**src/rtl/fetch_ctrl_if.sv**
```systemverilog
// Fetch-control handshake bundle: hazard/redirect inputs, imem request/ack, pipeline enables and counters.
// The master side is the fetch controller; the slave side is the surrounding pipeline and memory.
interface fetch_ctrl_if;
  logic        PCSrcE;
  logic        StallReq;
  logic        imem_ack;
  logic        imem_req;
  logic        PCEnF;
  logic        EnD;
  logic        FlushD;
  logic        fetch_err;
  logic [15:0] fetch_cnt;
  logic [7:0]  flush_cnt;

  modport master (
    input  PCSrcE, StallReq, imem_ack,
    output imem_req, PCEnF, EnD, FlushD, fetch_err, fetch_cnt, flush_cnt
  );

  modport slave (
    output PCSrcE, StallReq, imem_ack,
    input  imem_req, PCEnF, EnD, FlushD, fetch_err, fetch_cnt, flush_cnt
  );
endinterface

```
**src/rtl/fetch_ctrl.sv**
```systemverilog
// Fetch controller: boot delay, imem request sequencing, redirect/stall handling, ack-timeout trap.
// Latency: enables are zero-latency decodes of state+inputs; imem_req is a pure state decode.
// Backpressure: StallReq or a redirect parks the fetch in HOLD (request dropped) until it may resume.
module fetch_ctrl #(
  parameter int BOOT_CYCLES = 2,
  parameter int ACK_TIMEOUT = 16
) (
  input logic         clk,
  input logic         rst,
  fetch_ctrl_if.master bus
);

  typedef enum logic [1:0] {BOOT, REQ, HOLD, ERR} state_t;

  localparam logic [3:0] BOOT_LAST = 4'(BOOT_CYCLES - 1);
  localparam logic [7:0] TO_LAST   = 8'(ACK_TIMEOUT - 1);

  state_t      state, stateNxt;
  logic [3:0]  bootCnt, bootCntNxt;
  logic [7:0]  toCnt, toCntNxt;
  logic [15:0] fetchCnt;
  logic [7:0]  flushCnt;
  logic        pcEn, capEn, flush;

  always_ff @(posedge clk or negedge rst) begin
    if (!rst) begin
      state   <= BOOT;
      bootCnt <= '0;
      toCnt   <= '0;
    end else begin
      state   <= stateNxt;
      bootCnt <= bootCntNxt;
      toCnt   <= toCntNxt;
    end
  end

  always_comb begin
    stateNxt   = state;
    bootCntNxt = bootCnt;
    toCntNxt   = '0;
    pcEn       = 1'b0;
    capEn      = 1'b0;
    flush      = 1'b0;
    case (state)
      BOOT: begin
        if (bootCnt == BOOT_LAST) begin
          stateNxt   = REQ;
          bootCntNxt = '0;
        end else begin
          bootCntNxt = bootCnt + 4'd1;
        end
      end
      REQ: begin
        // Redirect beats stall beats ack; an ack arriving with a redirect is dropped.
        if (bus.PCSrcE) begin
          pcEn     = 1'b1;
          flush    = 1'b1;
          stateNxt = HOLD;
        end else if (bus.StallReq) begin
          stateNxt = HOLD;
        end else if (bus.imem_ack) begin
          pcEn  = 1'b1;
          capEn = 1'b1;
        end else if (toCnt == TO_LAST) begin
          stateNxt = ERR;
        end else begin
          toCntNxt = toCnt + 8'd1;
        end
      end
      HOLD: begin
        if (bus.PCSrcE) begin
          pcEn  = 1'b1;
          flush = 1'b1;
        end else if (!bus.StallReq) begin
          stateNxt = REQ;
        end
      end
      ERR: begin
        stateNxt = ERR;
      end
      default: begin
        stateNxt = BOOT;
      end
    endcase
  end

  always_ff @(posedge clk or negedge rst) begin
    if (!rst) begin
      fetchCnt <= '0;
      flushCnt <= '0;
    end else begin
      if (capEn) fetchCnt <= fetchCnt + 16'd1;
      if (flush && (flushCnt != 8'hFF)) flushCnt <= flushCnt + 8'd1;
    end
  end

  assign bus.imem_req  = (state == REQ);
  assign bus.PCEnF     = pcEn;
  assign bus.EnD       = capEn;
  assign bus.FlushD    = flush;
  assign bus.fetch_err = (state == ERR);
  assign bus.fetch_cnt = fetchCnt;
  assign bus.flush_cnt = flushCnt;

endmodule

```
**src/flat_wrapper.sv**
```systemverilog
// flat-port wrapper written by rule: the top's interface ports become plain ports
module fetch_ctrl_flat 
#(
  parameter int BOOT_CYCLES = 2,
  parameter int ACK_TIMEOUT = 16
)
  (clk, rst, bus_PCSrcE, bus_StallReq, bus_imem_ack, bus_imem_req, bus_PCEnF, bus_EnD, bus_FlushD, bus_fetch_err, bus_fetch_cnt, bus_flush_cnt);
  fetch_ctrl_if bus_i ();
  input logic clk;
  input logic rst;
  input wire logic [$bits(bus_i.PCSrcE)-1:0] bus_PCSrcE;
  input wire logic [$bits(bus_i.StallReq)-1:0] bus_StallReq;
  input wire logic [$bits(bus_i.imem_ack)-1:0] bus_imem_ack;
  output wire logic [$bits(bus_i.imem_req)-1:0] bus_imem_req;
  output wire logic [$bits(bus_i.PCEnF)-1:0] bus_PCEnF;
  output wire logic [$bits(bus_i.EnD)-1:0] bus_EnD;
  output wire logic [$bits(bus_i.FlushD)-1:0] bus_FlushD;
  output wire logic [$bits(bus_i.fetch_err)-1:0] bus_fetch_err;
  output wire logic [$bits(bus_i.fetch_cnt)-1:0] bus_fetch_cnt;
  output wire logic [$bits(bus_i.flush_cnt)-1:0] bus_flush_cnt;
  assign bus_i.PCSrcE = bus_PCSrcE;
  assign bus_i.StallReq = bus_StallReq;
  assign bus_i.imem_ack = bus_imem_ack;
  assign bus_imem_req = bus_i.imem_req;
  assign bus_PCEnF = bus_i.PCEnF;
  assign bus_EnD = bus_i.EnD;
  assign bus_FlushD = bus_i.FlushD;
  assign bus_fetch_err = bus_i.fetch_err;
  assign bus_fetch_cnt = bus_i.fetch_cnt;
  assign bus_flush_cnt = bus_i.flush_cnt;
  fetch_ctrl #(.BOOT_CYCLES(BOOT_CYCLES), .ACK_TIMEOUT(ACK_TIMEOUT)) u_core (.clk(clk), .rst(rst), .bus(bus_i));
endmodule
```
**config.mk**
```make
export PLATFORM = sky130hd
export DESIGN_NAME = fetch_ctrl_flat
export DESIGN_NICKNAME = d
export VERILOG_FILES = /design/src/rtl/fetch_ctrl_if.sv /design/src/rtl/fetch_ctrl.sv /design/src/flat_wrapper.sv
export SDC_FILE = /design/constraint.sdc
export NUM_CORES = 1
export LEC_CHECK = 0
export BUFFER_PORTS_ARGS = -buffer_cell sky130_fd_sc_hd__buf_4
export CORE_ASPECT_RATIO = 0.6
export CORE_MARGIN = 3
export CORE_UTILIZATION = 53
export CTS_CLUSTER_SIZE = 14
export DETAILED_ROUTE_END_ITERATION = 8
export PLACE_DENSITY = 0.86
export SLEW_MARGIN = 10
export SYNTH_ARGS = -nofsm -noshare
export SYNTH_HDL_FRONTEND = slang
export SYNTH_SLANG_ARGS = --single-unit
```
**constraint.sdc**
```tcl
create_clock -name clk -period 1.9 [get_ports clk]
set_input_delay 0.095 -clock clk [delete_from_list [all_inputs] [get_ports clk]]
set_output_delay 0.095 -clock clk [all_outputs]
set_load 0.01 [all_outputs]
```
==> qor.csv, run 1 <==
stage;metric;value;unit
status;status;completed;
synthesis;synthAdderAreaFrac;4.90;%
finish;fillers;219;
die;initial_utilization;58.8;%
synthesis;ys_types;33;
timing;fin_hold_ws;0.117;ns
synthesis;yosysMostFrequentCell;dfrtp_1;
worst_setup_path;cpLargestDelayFamily;simple AND/OR/NAND/NOR gates;
clocking;clkSinkCount;38;
timing;fin_ws;0.0386;ns
synthesis;yosysWarnings;0;
worst_setup_path;crit_chain;or4_1 -> or3_1 -> a31oi_1 -> o32a_2;
synthesis;synth_top_flop_cell;dfrtp_1;
finish;antenna_cells;0;
timing;slew_headroom;67.8;%
global_routing;track_usage;19.8;%
die;dieArea;0.00413;mm2
worst_setup_path;crit_path_max_incr_delay;0.58;ns
synthesis;netlist_instances;164;
synthesis;synthesis.nets;176;
worst_setup_path;critical_path_class;reg2reg;
die;rows;15;
global_routing;overflow;0;
worst_setup_path;cp.buffers_inverters;0;
worst_setup_path;r2r_cells;4;
placement;dp_hpwl;2730;um
route;wl;3730;um
synthesis;synth.avg_cell_area;10.9;um2
synthesis;ys_seq_area_share;53.1;%
worst_setup_path;rrSetupSlack;0.04;ns
synthesis;synth_common_cells;dfrtp_1, nand2_1, xnor2_1;
worst_setup_path;required;2.13;ns
finish;fin_cells;252;
clocking;htree_levels;2;
timing;rsz0062_at_grt;yes;
timing;setup-violations-final;0;
placement;pre_cts_ws;0.0797;ns
power_and_ir_drop;power;2.07;mW
finish;drive_above_1_share;26.2;%
power_and_ir_drop;power_leakage;1.10;nW
synthesis;async_flop_share;100;%
clocking;ctsLongestPathBuffers;2;
die;core;0.00304;mm2
route;wire_per_inst;14.8;um
clocking;cts_tree;yes;
timing;finalCriticalPeriod;1.86;ns
worst_setup_path;endpoint;u_core.state[1];
worst_setup_path;crit_start;u_core.toCnt[4];
global_routing;grt_pass1_vias;1333;
job;cap_violations;0;
synthesis;yosys.area.top_type;dfrtp_1;
global_routing;grt_pass1_wl;6130;um
route;first_pass_iters;6;
worst_setup_path;critPathMaxFanout;5;
timing;finalHoldViolations;0;
power_and_ir_drop;ir_drop;0.603;mV
synthesis;synth_compound_area_share;5.17;%
finish;finalNetCount;222;
synthesis;yosys.area_share.xor_xnor;13.7;%
synthesis;synth_edf_count;0;
power_and_ir_drop;pwr_density_cell;926;mW/mm2
placement;place_inst;242;
timing;slew_viol_final;0;
route;initialDrtViolationCount;83;
die;ios;34;
die;die_w;81.0;um
die;die_h;51.0;um
timing;tightestPinTransition;0.482;ns
clocking;cts_buffers;5;
timing;timing.final.crit_share;98.0;%
placement;place_congestion;0.832;
timing;clock_skew;0.00621;ns
timing;finalSetupTns;0;ns
synthesis;yosys.area.top_type_share;53.1;%
synthesis;synth_simple_gate_area_share;19.9;%
clocking;path_clk_slew;0.07;ns
worst_setup_path;slowest_stage;or4_1;
finish;area_growth;24.8;%
timing;fmax;537;MHz
worst_setup_path;crit-reg2reg-launch;u_core.toCnt[4];
placement;port-buffer-count;33;
worst_setup_path;critPathLaunchType;flop;
synthesis;synth_mux_area_share;1.89;%
synthesis;ys_top_cells_by_area;dfrtp_1, xnor2_1, xor2_1, ha_1, nand2_1;
synthesis;ys_ff_latch;38;
global_routing;antenna_found_initial;0;
route;drcViolationCount;0;
synthesis;synth_top_family_by_area;simple AND/OR/NAND/NOR gates;
route;vias;1391;
hold_path;hold_class;in2reg;
clocking;clock_latency;0.29;ns
route;vias_per_cell;5.52;
worst_setup_path;crit_arrival;2.09;ns
synthesis;netlist_area;0.00179;mm2
route;drtAntennaViolNets;0;
global_routing;grt_max_degree;39;
worst_setup_path;worst-path-stages;4;
clocking;root_buffer;clkbuf_8;
worst_setup_path;worstSetupEndpointType;flop;
worst_setup_path;crit-reg2reg-capture;u_core.state[1];
## where the power goes
| group | internal [mW] | switching, mW | leakage [nW] | total [mW] |
|---|---|---|---|---|
| Combinational | 0.269 | 0.246 | 0.548 | 0.516 |
| Clock | 0.246 | 0.272 | 0.0438 | 0.519 |
| Sequential | 0.904 | 0.130 | 0.509 | 1.03 |
| Total | 1.42 | 0.649 | 1.10 | 2.07 |
## kinds of logic (layout without fill, tap and decap cells)
family / Yosys count / after routing
and+or+nand+nor: 68 / 68
DFF: 38 / 38
xor gates and xnor gates: 28 / 28
AOI/OAI and AO/OA: 14 / 14
adders and majority gates: 7 / 7
buffers and inverters: 6 / 52
muxes: 3 / 3
## layer usage
layer  wire length [um]  global-route usage, %  up-vias
met1               1800                   27.7      691
met4                 60                   8.99        0
li1                   -                      -      661
met5                  0                      0        -
met2               1680                   29.0       34
met3                197                   4.75        5
## sequential cells by signal, summed over array words and instances, names as in the netlist
register              count
u_core.bus.flush_cnt      8
u_core.state              2
u_core.toCnt              8
u_core.bus.fetch_cnt     16
u_core.bootCnt            4
## final cells by class
class	instances	area, um2	area share (%)
Clock inverter	2	10.0	0.448
Multi-Input combinational cell	120	827	37.0
Inverter	5	18.8	0.840
Sequential cell	38	951	42.6
Clock buffer	5	68.8	3.08
Timing Repair Buffer	40	305	13.7
Tap cell	42	52.6	2.35
## worst reg2reg max path, cell delays in order (launching register included)
cell and delay [ns]:
dfrtp_1 0.44, or4_1 0.58, or3_1 0.32, a31oi_1 0.26
o32a_2 0.20
## layout by cell type (no fill, tap or decap), drive strengths merged, types with 3 or more instances in the layout
cell,count
ha,7
inv,5
o21ai,6
buf,38
nand3,8
nand2,18
nor3,3
xnor2,16
nor4,3
nor2,12
nand4,5
and2,3
clkbuf,5
dfrtp,38
xor2,12
mux2,3
and3,6
## how the worst min path moves through the flow
stage / startpoint / endpoint / slack [ns] / cells past startpoint
6_report: bus_StallReq / u_core.toCnt[2] / 0.12 / 3
5_1_grt: bus_StallReq / u_core.toCnt[2] / 0.12 / 3
4_1_cts: bus_StallReq / u_core.toCnt[2] / 0.10 / 3
3_5_place_dp: rst / u_core.bus.fetch_cnt[0] / 0.09 / 1
3_3_place_gp: rst / u_core.toCnt[1] / 0.07 / 1
2_1_floorplan: rst / u_core.bootCnt[0] / -0.20 / 0
## stage by stage
step | utilization (%) | area, um2
6_report | 73.5 | 2230
5_1_grt | 73.5 | 2230
4_1_cts | 72.8 | 2210
3_5_place_dp | 69.6 | 2120
3_3_place_gp | 69.6 | 2120
2_1_floorplan | - | 1790
## timing repair
item | in CTS | in global routing
setup buffers | 0 | 1
hold buffers | 2 | 0
endpoints found under the setup margin | 0 | 16
gates resized for setup | 0 | 3
hold endpoints to repair | 39 | 0
Note: power is estimated with default switching activity, not from simulation.
==> run 2, diff against run 1 <==
--- a/config.mk
+++ b/config.mk
@@ -12,6 +12,7 @@
 export CTS_CLUSTER_SIZE = 14
 export DETAILED_ROUTE_END_ITERATION = 8
 export PLACE_DENSITY = 0.86
+export RECOVER_POWER = 25
 export SLEW_MARGIN = 10
 export SYNTH_ARGS = -nofsm -noshare
 export SYNTH_HDL_FRONTEND = slang
==> qor.csv, run 2 (synthesis results as in run 1) <==
stage;metric;value;unit
global_routing;grt_pass1_vias;1333;
die;die_h;51.0;um
route;initialDrtViolationCount;83;
power_and_ir_drop;power;2.07;mW
timing;setup-violations-final;0;
finish;fillers;220;
global_routing;overflow;0;
timing;fmax;537;MHz
timing;timing.final.crit_share;98.0;%
global_routing;grt_max_degree;39;
clocking;cts_buffers;5;
die;ios;34;
finish;area_growth;24.7;%
clocking;clkSinkCount;38;
hold_path;hold_class;in2reg;
clocking;ctsLongestPathBuffers;2;
timing;clock_skew;0.00621;ns
worst_setup_path;critPathLaunchType;flop;
timing;finalCriticalPeriod;1.86;ns
finish;drive_above_1_share;26.2;%
finish;area.sequential;951;um2
placement;place_congestion;0.832;
clocking;clock_latency;0.29;ns
clocking;cts_tree;yes;
job;cap_violations;0;
global_routing;antenna_found_initial;0;
route;drcViolationCount;0;
power_and_ir_drop;ir_drop;0.603;mV
route;drtAntennaViolNets;0;
worst_setup_path;worstSetupEndpointType;flop;
route;vias_per_cell;5.51;
placement;place_inst;242;
power_and_ir_drop;power_leakage;1.10;nW
finish;multi_input_comb_area;827;um2
route;vias;1389;
finish;antenna_cells;0;
timing;slew_headroom;37.5;%
die;die_w;81.0;um
worst_setup_path;crit_arrival;2.09;ns
worst_setup_path;critPathMaxFanout;5;
finish;largest_reg_flops;16;
placement;dp_hpwl;2730;um
global_routing;grt_pass1_wl;6130;um
placement;port-buffer-count;33;
worst_setup_path;required;2.13;ns
clocking;path_clk_slew;0.07;ns
status;status;completed;
finish;final_cell_mix;dfrtp_1, buf_4, nand2_1;
worst_setup_path;critical_path_class;reg2reg;
die;rows;15;
clocking;htree_levels;2;
clocking;root_buffer;clkbuf_8;
timing;tightestPinTransition;0.938;ns
die;initial_utilization;58.8;%
global_routing;track_usage;19.8;%
route;wl;3730;um
die;dieArea;0.00413;mm2
die;core;0.00304;mm2
route;first_pass_iters;6;
timing;finalSetupTns;0;ns
timing;fin_hold_ws;0.116;ns
finish;fin_cells;252;
power_and_ir_drop;pwr_density_cell;927;mW/mm2
timing;finalHoldViolations;0;
finish;finalNetCount;222;
timing;slew_viol_final;0;
finish;final_common_cell;dfrtp_1;
timing;rsz0062_at_grt;yes;
route;wire_per_inst;14.8;um
-- run 2: stage by stage --
| step | setup WS (ns) | util, % | instance area, um2 |
|---|---|---|---|
| 6_report | 0.0385 | 73.4 | 2230 |
| 5_1_grt | -0.0105 | 73.4 | 2230 |
| 3_3_place_gp | 0.157 | 69.6 | 2120 |
| 2_1_floorplan | 0.0390 | - | 1790 |
| 4_1_cts | 0.0478 | 72.8 | 2210 |
| 3_5_place_dp | 0.0797 | 69.6 | 2120 |
-- run 2: worst paths after layout --
kind	startpoint	end	slack (ns)	cells past startpoint
setup / recovery	u_core.toCnt[4]	u_core.state[1]	0.04	4
max in group asynchronous	rst	u_core.toCnt[3]	0.83	2
hold reg to reg	u_core.bus.fetch_cnt[15]	u_core.bus.fetch_cnt[15]	0.47	1
min in group asynchronous	rst	u_core.bus.fetch_cnt[0]	0.49	2
hold / removal	bus_StallReq	u_core.toCnt[2]	0.12	3
setup reg to reg	u_core.toCnt[4]	u_core.state[1]	0.04	4
-- run 2: final cells by class --
class / instances / area share, %
inverter: 5 / 0.841
tap: 42 / 2.36
timing repair buffer: 40 / 13.6
clock buffer: 5 / 3.08
sequential: 38 / 42.6
multi-input combinational: 120 / 37.1
clock inverter: 2 / 0.449
-- run 2: metal layers --
metal	share of wire, %	up-vias	GRT usage, %
met2	45	34	29.0
met1	48	689	27.7
li1	-	661	-
met5	0	-	0
met3	5.3	5	4.75
met4	1.6	0	8.99
-- run 2: worst max-delay path, stage by stage, from the launching register on --
cell     delay [ns]
dfrtp_1        0.44
or4_1          0.58
or3_1          0.32
a31oi_1        0.26
o32a_2         0.20
-- run 2: what timing repair did --
item                       in CTS  in global routing
hold endpoints to repair       39                  0
buffers inserted                0                  1
gates resized for setup         0                  3
hold buffers                    2                  0
setup endpoints to repair       0                 16
-- run 2: where the power goes --
part	total [mW]	switching, mW	internal (mW)
logic	0.515	0.246	0.269
registers	1.03	0.130	0.904
clock network	0.519	0.272	0.246
total	2.07	0.649	1.42
==> run 3, diff against run 2 <==
--- a/config.mk
+++ b/config.mk
@@ -11,7 +11,7 @@
 export CORE_UTILIZATION = 53
 export CTS_CLUSTER_SIZE = 14
 export DETAILED_ROUTE_END_ITERATION = 8
-export PLACE_DENSITY = 0.86
+export PLACE_DENSITY = 0.77
 export RECOVER_POWER = 25
 export SLEW_MARGIN = 10
 export SYNTH_ARGS = -nofsm -noshare
==> qor.csv, run 3 (synthesis results as in run 1) <==
stage;metric;value;unit
status;status;completed;
hold_path;hp-start;bus_StallReq;
clocking;cts_buffers;5;
worst_setup_path;crit_path_max_incr_delay;0.56;ns
finish;fin_cells;254;
die;die_w;81.0;um
global_routing;grt_max_degree;39;
timing;tightestPinTransition;0.931;ns
finish;area_growth;25.5;%
power_and_ir_drop;power_leakage;1.11;nW
worst_setup_path;crit-reg2reg-launch;u_core.toCnt[4];
die;core;0.00304;mm2
clocking;ctsLongestPathBuffers;2;
timing;clock_skew;0.00620;ns
power_and_ir_drop;ir_drop;0.464;mV
route;met1_length;1850;um
timing;slew_headroom;37.9;%
clocking;clkSinkCount;38;
placement;pre_cts_ws;0.105;ns
route;wl;4090;um
placement;place_congestion;0.826;
die;dieArea;0.00413;mm2
finish;drive_above_1_share;25.9;%
placement;place_inst;243;
clocking;path_clk_slew;0.07;ns
worst_setup_path;r2r_cells;4;
power_and_ir_drop;pwr_density_cell;957;mW/mm2
route;first_pass_iters;4;
global_routing;grt_pass1_vias;1440;
timing;timing.final.crit_share;95.0;%
global_routing;track_usage;23.1;%
clocking;clock_latency;0.30;ns
global_routing;antenna_found_initial;0;
route;vias_per_cell;5.43;
timing;finalSetupTns;0;ns
finish;fillers;219;
route;vias;1379;
placement;port-buffer-count;33;
worst_setup_path;crit_chain;or4_1 -> or3_1 -> a31oi_1 -> o32a_2;
worst_setup_path;worst-path-stages;4;
finish;area.sequential;951;um2
clocking;root_buffer;clkbuf_8;
clocking;cts_tree;yes;
die;die_h;51.0;um
route;dr_wl_met2;1950;um
route;initialDrtViolationCount;83;
worst_setup_path;worstSetupEndpointType;flop;
global_routing;grt_pass1_wl;6960;um
timing;setup-violations-final;0;
finish;finalNetCount;223;
worst_setup_path;cpLargestDelayFamily;simple AND/OR/NAND/NOR gates;
clocking;htree_levels;2;
placement;dp_hpwl;3040;um
die;rows;15;
finish;multi_input_comb_area;818;um2
power_and_ir_drop;power;2.15;mW
worst_setup_path;cp.buffers_inverters;0;
worst_setup_path;required;2.13;ns
hold_path;whs_path_depth;3;
die;ios;34;
timing;slew_viol_final;0;
finish;largest_reg_flops;16;
die;initial_utilization;58.8;%
timing;finalCriticalPeriod;1.81;ns
worst_setup_path;crit_arrival;2.04;ns
route;highest_layer;met4;
timing;fmax;554;MHz
hold_path;hold_class;in2reg;
route;drcViolationCount;0;
worst_setup_path;crit_start;u_core.toCnt[4];
timing;fin_ws;0.0943;ns
finish;final_cell_mix;buf_4, dfrtp_1, nand2_1;
route;route.met3.wl;219;um
worst_setup_path;critPathLaunchType;flop;
job;cap_violations;0;
timing;finalHoldViolations;0;
worst_setup_path;critical_path_class;reg2reg;
finish;antenna_cells;0;
timing;rsz0062_at_grt;no;
worst_setup_path;slowest_stage;or4_1;
route;wire_per_inst;16.1;um
route;drtAntennaViolNets;0;
worst_setup_path;critPathMaxFanout;5;
global_routing;overflow;0;
[run 3: worst paths after layout]
path | end | slack [ns]
worst max-delay path | u_core.state[1] | 0.09
worst min-delay path | u_core.toCnt[2] | 0.11
worst max register to register | u_core.state[1] | 0.09
worst min register to register | u_core.toCnt[0] | 0.48
max in group asynchronous | u_core.toCnt[2] | 0.81
min in group asynchronous | u_core.bus.fetch_cnt[8] | 0.50
[run 3: power breakdown]
part           switching (mW)  internal, mW
Clock                   0.288         0.291
Sequential              0.134         0.903
Combinational           0.252         0.279
Total                   0.675          1.47
[run 3: metrics by stage]
stage,hold WS [ns],cell area [um2],util (%)
2_1_floorplan,-0.201,1790,-
3_3_place_gp,0.0767,2120,69.8
3_5_place_dp,0.0884,2120,69.8
4_1_cts,0.101,2240,73.6
5_1_grt,0.117,2250,73.9
6_report,0.113,2250,73.9
[run 3: timing repair]
| item | CTS | global route |
|---|---|---|
| hold endpoints to repair | 39 | 0 |
| setup endpoints to repair | 0 | 8 |
| buffers inserted | 0 | 1 |
| hold buffers | 2 | 0 |
| gates resized for setup | 0 | 1 |
[run 3: cell type report]
type	instances	area share, %
clock buffers	6	3.68
clock inverters	2	0.557
inverters	5	0.836
multi-input cells	120	36.4
flip-flops and latches	38	42.3
well taps	42	2.34
repair buffers	41	13.8
[run 3: routing by layer]
layer	vias up	global-route usage, %
li1	659	-
met1	673	28.9
met2	39	37.3
met3	8	6.16
met4	0	10.7
met5	-	0
[run 3: worst register-to-register path, cell delays in order, from the launching register on]
cell and delay [ns]:
dfrtp_1 0.43, or4_1 0.56, or3_1 0.33, a31oi_1 0.24, o32a_2 0.19
